==> config.mk <==
export PLATFORM = sky130hd
export DESIGN_NAME = tug_game_ctrl
export DESIGN_NICKNAME = d
export VERILOG_FILES = /design/src/rtl/tug_pkg.sv /design/src/rtl/tug_debounce.sv /design/src/rtl/tug_game_ctrl.sv
export SDC_FILE = /design/constraint.sdc
export NUM_CORES = 1
export LEC_CHECK = 0
export CAP_MARGIN = 20
export CORE_UTILIZATION = 56
export CTS_CLUSTER_SIZE = 40
export DETAILED_ROUTE_END_ITERATION = 10
export PLACE_DENSITY = 0.78
export SYNTH_ARGS = -nofsm -noshare
export SYNTH_HDL_FRONTEND = slang
export SYNTH_HIERARCHICAL = 1
export SYNTH_SLANG_ARGS = --single-unit
==> constraint.sdc <==
create_clock -name clk -period 2 [get_ports clk]
set_input_delay 0.4 -clock clk [delete_from_list [all_inputs] [get_ports clk]]
set_output_delay 0.4 -clock clk [all_outputs]
set_load 0.005 [all_outputs]
==> src/rtl/tug_pkg.sv <==
// Shared types and sizing helpers for the tug-of-war game controller.
package tug_pkg;

  typedef enum logic [1:0] {
    IDLE  = 2'd0,
    PLAY  = 2'd1,
    WIN_L = 2'd2,
    WIN_R = 2'd3
  } state_t;

  // Centre LED index of an odd-length bar.
  function automatic int unsigned ctr_of(input int unsigned n);
    return (n - 1) / 2;
  endfunction

  // Bits needed to hold a rope position in [0, n-1].
  function automatic int unsigned pos_width(input int unsigned n);
    return (n > 1) ? $clog2(n) : 1;
  endfunction

endpackage

==> src/rtl/tug_debounce.sv <==
// Button conditioner: 2-flop synchroniser, level debounce, rising-edge pulse.
module tug_debounce #(
  parameter int unsigned DB_CYCLES = 5
) (
  input  logic clk,
  input  logic rst,
  input  logic din,
  output logic pulse
);

  localparam int unsigned CW = (DB_CYCLES > 1) ? $clog2(DB_CYCLES) : 1;

  logic          sync1;
  logic          sync2;
  logic          stable;
  logic [CW-1:0] cnt;
  logic          differ_c;
  logic          accept_c;

  // New level is accepted once it has differed from the stable level long enough.
  assign differ_c = (sync2 != stable);
  assign accept_c = differ_c && (cnt == CW'(DB_CYCLES - 1));

  // Synchroniser, hold counter, stable level and press pulse.
  always_ff @(posedge clk or posedge rst) begin
    if (rst) begin
      sync1  <= 1'b0;
      sync2  <= 1'b0;
      stable <= 1'b0;
      cnt    <= '0;
      pulse  <= 1'b0;
    end else begin
      sync1 <= din;
      sync2 <= sync1;
      if (!differ_c || accept_c) cnt <= '0;
      else                       cnt <= cnt + CW'(1);
      if (accept_c) stable <= sync2;
      pulse <= accept_c && sync2;
    end
  end

endmodule

==> src/rtl/tug_game_ctrl.sv <==
// Tug-of-war game controller: debounced buttons drive a one-hot LED rope.
module tug_game_ctrl
  import tug_pkg::*;
#(
  parameter int unsigned NUM_LEDS  = 9,
  parameter int unsigned DB_CYCLES = 5
) (
  input  logic                clk,
  input  logic                rst,
  input  logic                pbl,
  input  logic                pbr,
  input  logic                rf,
  output logic [NUM_LEDS-1:0] leds,
  output logic                winl,
  output logic                winr
);

  localparam int unsigned   PW      = pos_width(NUM_LEDS);
  localparam int unsigned   CTR     = ctr_of(NUM_LEDS);
  localparam logic [PW-1:0] POS_CTR = PW'(CTR);
  localparam logic [PW-1:0] POS_MAX = PW'(NUM_LEDS - 1);
  localparam logic [PW-1:0] POS_MIN = '0;

  state_t        state;
  state_t        state_n;
  logic [PW-1:0] pos;
  logic [PW-1:0] pos_n;
  logic          pl;
  logic          pr;
  logic          prf;

  tug_debounce #(.DB_CYCLES(DB_CYCLES)) u_db_l  (.clk(clk), .rst(rst), .din(pbl), .pulse(pl));
  tug_debounce #(.DB_CYCLES(DB_CYCLES)) u_db_r  (.clk(clk), .rst(rst), .din(pbr), .pulse(pr));
  tug_debounce #(.DB_CYCLES(DB_CYCLES)) u_db_rf (.clk(clk), .rst(rst), .din(rf),  .pulse(prf));

  // Next state and rope position; the referee always takes priority over players.
  always_comb begin
    state_n = state;
    pos_n   = pos;
    case (state)
      IDLE: begin
        if (prf) begin
          state_n = PLAY;
          pos_n   = POS_CTR;
        end else if (pl && !pr) begin
          state_n = WIN_R;
          pos_n   = POS_MIN;
        end else if (pr && !pl) begin
          state_n = WIN_L;
          pos_n   = POS_MAX;
        end
      end
      PLAY: begin
        if (prf) begin
          state_n = IDLE;
          pos_n   = POS_CTR;
        end else if (pl && !pr) begin
          pos_n = pos + PW'(1);
          if (pos_n == POS_MAX) state_n = WIN_L;
        end else if (pr && !pl) begin
          pos_n = pos - PW'(1);
          if (pos_n == POS_MIN) state_n = WIN_R;
        end
      end
      WIN_L, WIN_R: begin
        if (prf) begin
          state_n = IDLE;
          pos_n   = POS_CTR;
        end
      end
      default: begin
        state_n = IDLE;
        pos_n   = POS_CTR;
      end
    endcase
  end

  // State, position and registered display outputs.
  always_ff @(posedge clk or posedge rst) begin
    if (rst) begin
      state <= IDLE;
      pos   <= POS_CTR;
      leds  <= NUM_LEDS'(1) << CTR;
      winl  <= 1'b0;
      winr  <= 1'b0;
    end else begin
      state <= state_n;
      pos   <= pos_n;
      leds  <= NUM_LEDS'(1) << pos_n;
      winl  <= (state_n == WIN_L);
      winr  <= (state_n == WIN_R);
    end
  end

endmodule

After elaboration in Yosys (flattened, before gate mapping)
Index checks and enable logic that the tools add are counted.

Reduce and logical (&&, ||, !) cells: 19. Div/mod/pow operators: 0. Bitwise operators: 0. Eq/ne operators: 12. $add $sub $neg: 5. Mux-type cells: 21. $lt $le $gt $ge: 0. Multipliers: 0. Shift-type cells: 1.

Operators with widths (number): two-way mux 4 bit (7); two-way mux 2 bit (9); case mux 4 bit (3 select lines) (1); adder 3 x 1 -> 3 bit (second input constant) (3); equality test 3 bit (second input constant) (3); two-way mux 3 bit (3); left shift 1 x 4 -> 9 bit (first input constant) (1); equality test 2 bit (second input constant) (4); logical AND 1 bit (8); case mux 2 bit (3 select lines) (1); zero test 1 bit (5); adder 4 x 1 -> 4 bit (second input constant) (1); equality test 4 bit (second input constant) (1); zero test 4 bit (1); subtractor 4 x 1 -> 4 bit (second input constant) (1); logical OR 1 bit (3); inequality test 1 bit (3); equality test 2 x 1 -> 1 bit (second input constant) (1); zero test 2 bit (1); OR reduction 2 bit (1).

Word-level logic and storage cells: 78. Latch bits: 0. Memories kept: 0. Bits of input ports: 5. Register bits after elaboration: 38. ROM bits: 0. Memory bits (writable): 0.

Depth between registers and ports, before layout
Gate-level depths: netlist of the first run.

Depth after elaboration: 8. Depth in mapped cells: 8.

By module
The synthesis of the first run kept the hierarchy.

By module, submodules not included: tug_game_ctrl (cells an instance 93, instances 1, area each 999.7 um^2); tug_debounce (cells an instance 21, instances 3, area each 279.0 um^2).

Worst setup path after synthesis of the first run
OpenSTA, ideal clock, no wires.

Kind: register to register. Start point: register pos[2]. End point: register leds[2]. Slack: 0.231 ns. Clock period less this slack: 1.769 ns. Setup time: 0.096 ns. Data arrival time: 1.674 ns. Buffers on the path: 1. Cell stages (with the launch flop): 7. Cells stage by stage: dfstp_2 buf_6 nand3_2 mux2_4 a32oi_2 o2bb2ai_2 nor4_2.

Word-level cells in the longest chain between the ends: 6.

Ends and longest elaborated chain: start, declared (line tug_game_ctrl.sv:26) `logic [PW-1:0] pos;`; start signal, assigned (line tug_game_ctrl.sv:88) `pos <= pos_n;`; subtractor 4 x 1 -> 4 bit (line tug_game_ctrl.sv:61) `pos_n = pos - PW'(1);`; two-way mux 4 bit (line tug_game_ctrl.sv:60) `end else if (pr && !pl) begin`; two-way mux 4 bit (*) (line tug_game_ctrl.sv:57) `end else if (pl && !pr) begin`; two-way mux 4 bit (*) (line tug_game_ctrl.sv:54) `if (prf) begin`; case mux 4 bit (3 select lines) (*) (line tug_game_ctrl.sv:40) `case (state)`; net pos_n[3] (line tug_game_ctrl.sv:27) `logic [PW-1:0] pos_n;`; left shift 1 x 4 -> 9 bit (*) (line tug_game_ctrl.sv:89) `leds <= NUM_LEDS'(1) << pos_n;`; end signal, assigned (line tug_game_ctrl.sv:83) `leds <= NUM_LEDS'(1) << CTR;`; end signal, assigned (line tug_game_ctrl.sv:89); end, declared (line tug_game_ctrl.sv:13) `output logic [NUM_LEDS-1:0] leds,`.

The timed path passes the listed nets; every way through them passes the cells marked *. A chain may end at the register's enable or synchronous reset.

Worst setup path in the final report of the first run
Start point: register pos[0]. End point: register leds[5].

The elaborated chain is that of the path after synthesis.

==> out/results.tsv, run 1 <==
stage	metric	value	unit
logic_synthesis	post_synth_instance_area	1840	um^2
drt	route.antenna.remaining_nets	0	
drt	drt-wirelength-per-cell	14.8	um
clocking	max-clock-path-buffers	2	
pwr	pwr_density_cell	1240	nW/um^2
floorplan	total_die_area	3510	um^2
logic_synthesis	syn_area_per_cell	11.8	um^2
logic_synthesis	synth_flop_cell	dfrtp_1	
placement	gp_congestion	0.827	
floorplan	floorplan.initialDensity	59.7	%
pwr	static-leakage-power	0.965	nW
floorplan	pin_count	16	
final_layout	layout-drive-gt1-share	21.0	%
logic_synthesis	ys_top_cells_by_count	dfrtp_1, inv_1, ha_1	
timing	worst_clock_skew_on_the_final_layout	0.00750	ns
logic_synthesis	distinct_cells_synth	45	
grt	gr-total-overflow	0	
grt	number_of_antenna_violations_at_the_first_check_in_global_routing	0	
drt	via_per_inst	5.41	
drt	routed-via-count	1217	
clocking	number_of_hold_buffers_added_after_cts	0	
floorplan	rows	20	
floorplan	area_of_the_core	3080	um^2
timing	timing.setup.tns	0	ns
drt	initialDrtViolationCount	56	
timing	period_share	94.8	%
clocking	clk_latency	0.34	ns
logic_synthesis	synth_nets	171	
drt	drc_errors	0	
grt	grt.total_usage	22.0	%
drt	pre_repair_dr_iteration_count	4	
critical_path	cp_max_fo	6	
critical_path	worstSetupPathType	reg2reg	
pwr	irDropWorstVdd	0.000694	V
critical_path	crit_path_start_kind	register	
final_layout	antenna_cells	0	
clocking	cts_max_level	2	
timing	setup_viol_count_final	0	
grt	grt_first_pass_wirelength	5.53	mm
logic_synthesis	netlist_instances	156	
logic_synthesis	netlist_top_cells_area	dfrtp_1, ha_1, inv_1, dfstp_2, xnor2_1	
timing	tightest_slew_margin_relative_to_the_limit	62.5	%
critical_path	worst-endpoint-arrival	2.11	ns
timing	timing_max_transition_violations_final	0	
logic_synthesis	yosys_warnings	6	
timing	min_period	1.90	ns
final_layout	fin_nets	195	
clocking	number_of_sinks_on_the_clock_net	38	
pwr	totalPowerFinal	2.64	mW
hold_path	min_path_type	reg2reg	
timing	maxClockFrequency	527	MHz
placement	port-buffer-count	15	
critical_path	cp-end-kind	register	
timing	hold_fails_final_rpt	0	
drt	routed_wirelength	3.32	mm
clocking	path_clk_slew	0.11	ns
floorplan	die_extent_in_y	59.3	um
logic_synthesis	netlist.top_cell.by_area	dfrtp_1	
floorplan	die_width	59.3	um
grt	grt_pass1_vias	1250	
run	drv.max_cap_violation_count	0	
logic_synthesis	synth_most_common_cell	dfrtp_1	
clocking	clock_tree_from_tritoncts	done	
grt	largest_net_degree_at_the_start_of_global_routing	18	
logic_synthesis	postSynth.asyncResetShare	100	%
placement	total_half_perimeter_wirelength_after_legalization_and_detailed_placement	2.42	mm
final_layout	area_growth_syn_to_layout	16.0	%
logic_synthesis	synth_enable_flop_cells	0	
status	run_status	finished, final reports clean	
timing	tightest_slew	0.559	ns
clocking	cts_root_buffer	clkbuf_4	
logic_synthesis	synthDominantCellAreaShare	49.0	%
critical_path	critical_path_required	2.21	ns
clocking	cts_bufs_inserted	5	
logic_synthesis	ys_seq_area_share	51.9	%
logic_synthesis	synth_seq_cells	38	
-- placed cells by master, fill, tap and decap left out, drive strengths merged --
| cell | instances |
|---|---|
| mux2 | 4 |
| xor2 | 1 |
| a41o | 1 |
| xnor2 | 6 |
| a221oi | 1 |
| inv | 17 |
| or2 | 2 |
| ha | 10 |
| nor4 | 4 |
| a32oi | 1 |
| nor2 | 6 |
| clkinv | 2 |
| dfstp | 2 |
| and3b | 3 |
| mux2i | 1 |
| a22oi | 2 |
| clkbuf | 6 |
| a211oi | 3 |
| buf | 6 |
| nor3b | 4 |
| o21a | 2 |
| o21ai | 4 |
| nand2 | 9 |
| clkdlybuf4s50 | 15 |
| o22ai | 1 |
| o2bb2ai | 1 |
| dfrtp | 36 |
| a31oi | 2 |
| a2111oi | 1 |
| and2b | 3 |
| and3 | 1 |
| nand3 | 2 |
| or3b | 3 |
| a21o | 1 |
| nand2b | 5 |
| a32o | 1 |
| a21oi | 5 |
| nor3 | 7 |
-- critical path: stages (launching register included) --
cell and delay [ns]:
dfrtp_1 0.43, buf_4 0.15, ha_1 0.21, xnor2_1 0.17, o22ai_1 0.13, a221oi_4 0.37, inv_2 0.15, nand2_1 0.10
nor3_1 0.04
-- registers in the layout (all words and copies together) (netlist names), 2 cells and up --
signal and count:
u_db_l/cnt 3, u_db_rf/cnt 3, pos 4, u_db_r/cnt 3, leds 9, state 2
-- metrics by stage --
stage	cell area, um^2	setup WS [ns]	cells	hold slack, ns	utilization (%)
4_1_cts	2110	0.0420	224	0.356	68.4
5_1_grt	2130	-0.00594	225	0.365	69.2
3_5_place_dp	2050	0.0565	216	0.335	66.6
2_1_floorplan	1840	0.231	156	0.203	-
6_report	2130	0.104	225	0.360	69.2
3_3_place_gp	2050	0.157	216	0.334	66.6
-- area by class of cell --
type	count	area [um^2]
tap	44	55.1
clock inverter	2	13.8
clock buffer	6	41.3
sequential	38	955
inverter	17	63.8
multi-input combinational	97	807
timing repair buffer	21	195
fill	234	947
-- layer usage --
layer / wire length [um] / track usage [%]
met1: 1420 / 26.6
met2: 1780 / 36.9
met3: 97 / 6.55
met4: 25 / 8.50
met5: 0 / 0
-- report_power, final --
group          switching, mW  leakage [nW]  internal (mW)
clock network          0.249        0.0322          0.138
logic                  0.552         0.448          0.541
registers              0.178         0.485          0.979
-- cells by family after synthesis --
group,after synthesis,share of synthesized area (%)
buf+inv,21,5.04
mux,5,3.20
fa+ha+maj,10,6.81
compound gates,26,11.8
flops,38,51.9
xor+xnor,7,3.34
simple gates,49,17.9
-- worst paths after layout --
kind / startpoint / to / slack (ns) / cells after the start
min reg2reg: u_db_r/sync1 / u_db_r/sync2 / 0.36 / 0
min in group asynchronous: rst / u_db_l/pulse / 0.37 / 2
max: pos[0] / leds[5] / 0.10 / 8
max in group asynchronous: rst / leds[4] / 1.28 / 3
min: u_db_r/sync1 / u_db_r/sync2 / 0.36 / 0
max reg2reg: pos[0] / leds[5] / 0.10 / 8
-- repair_timing --
| item | CTS | global route |
|---|---|---|
| resized for setup | 0 | 4 |
| setup buffers | 0 | 1 |
| endpoints found under the setup margin | 0 | 8 |
Power figures use the tool's default switching activity.
==> run 2: changes to the inputs <==
Settings changed: SKIP_CTS_REPAIR_TIMING from default to 1.
==> results of run 2 <==
Same layout as run 1: the final DEF is identical, and so are final timing and power.
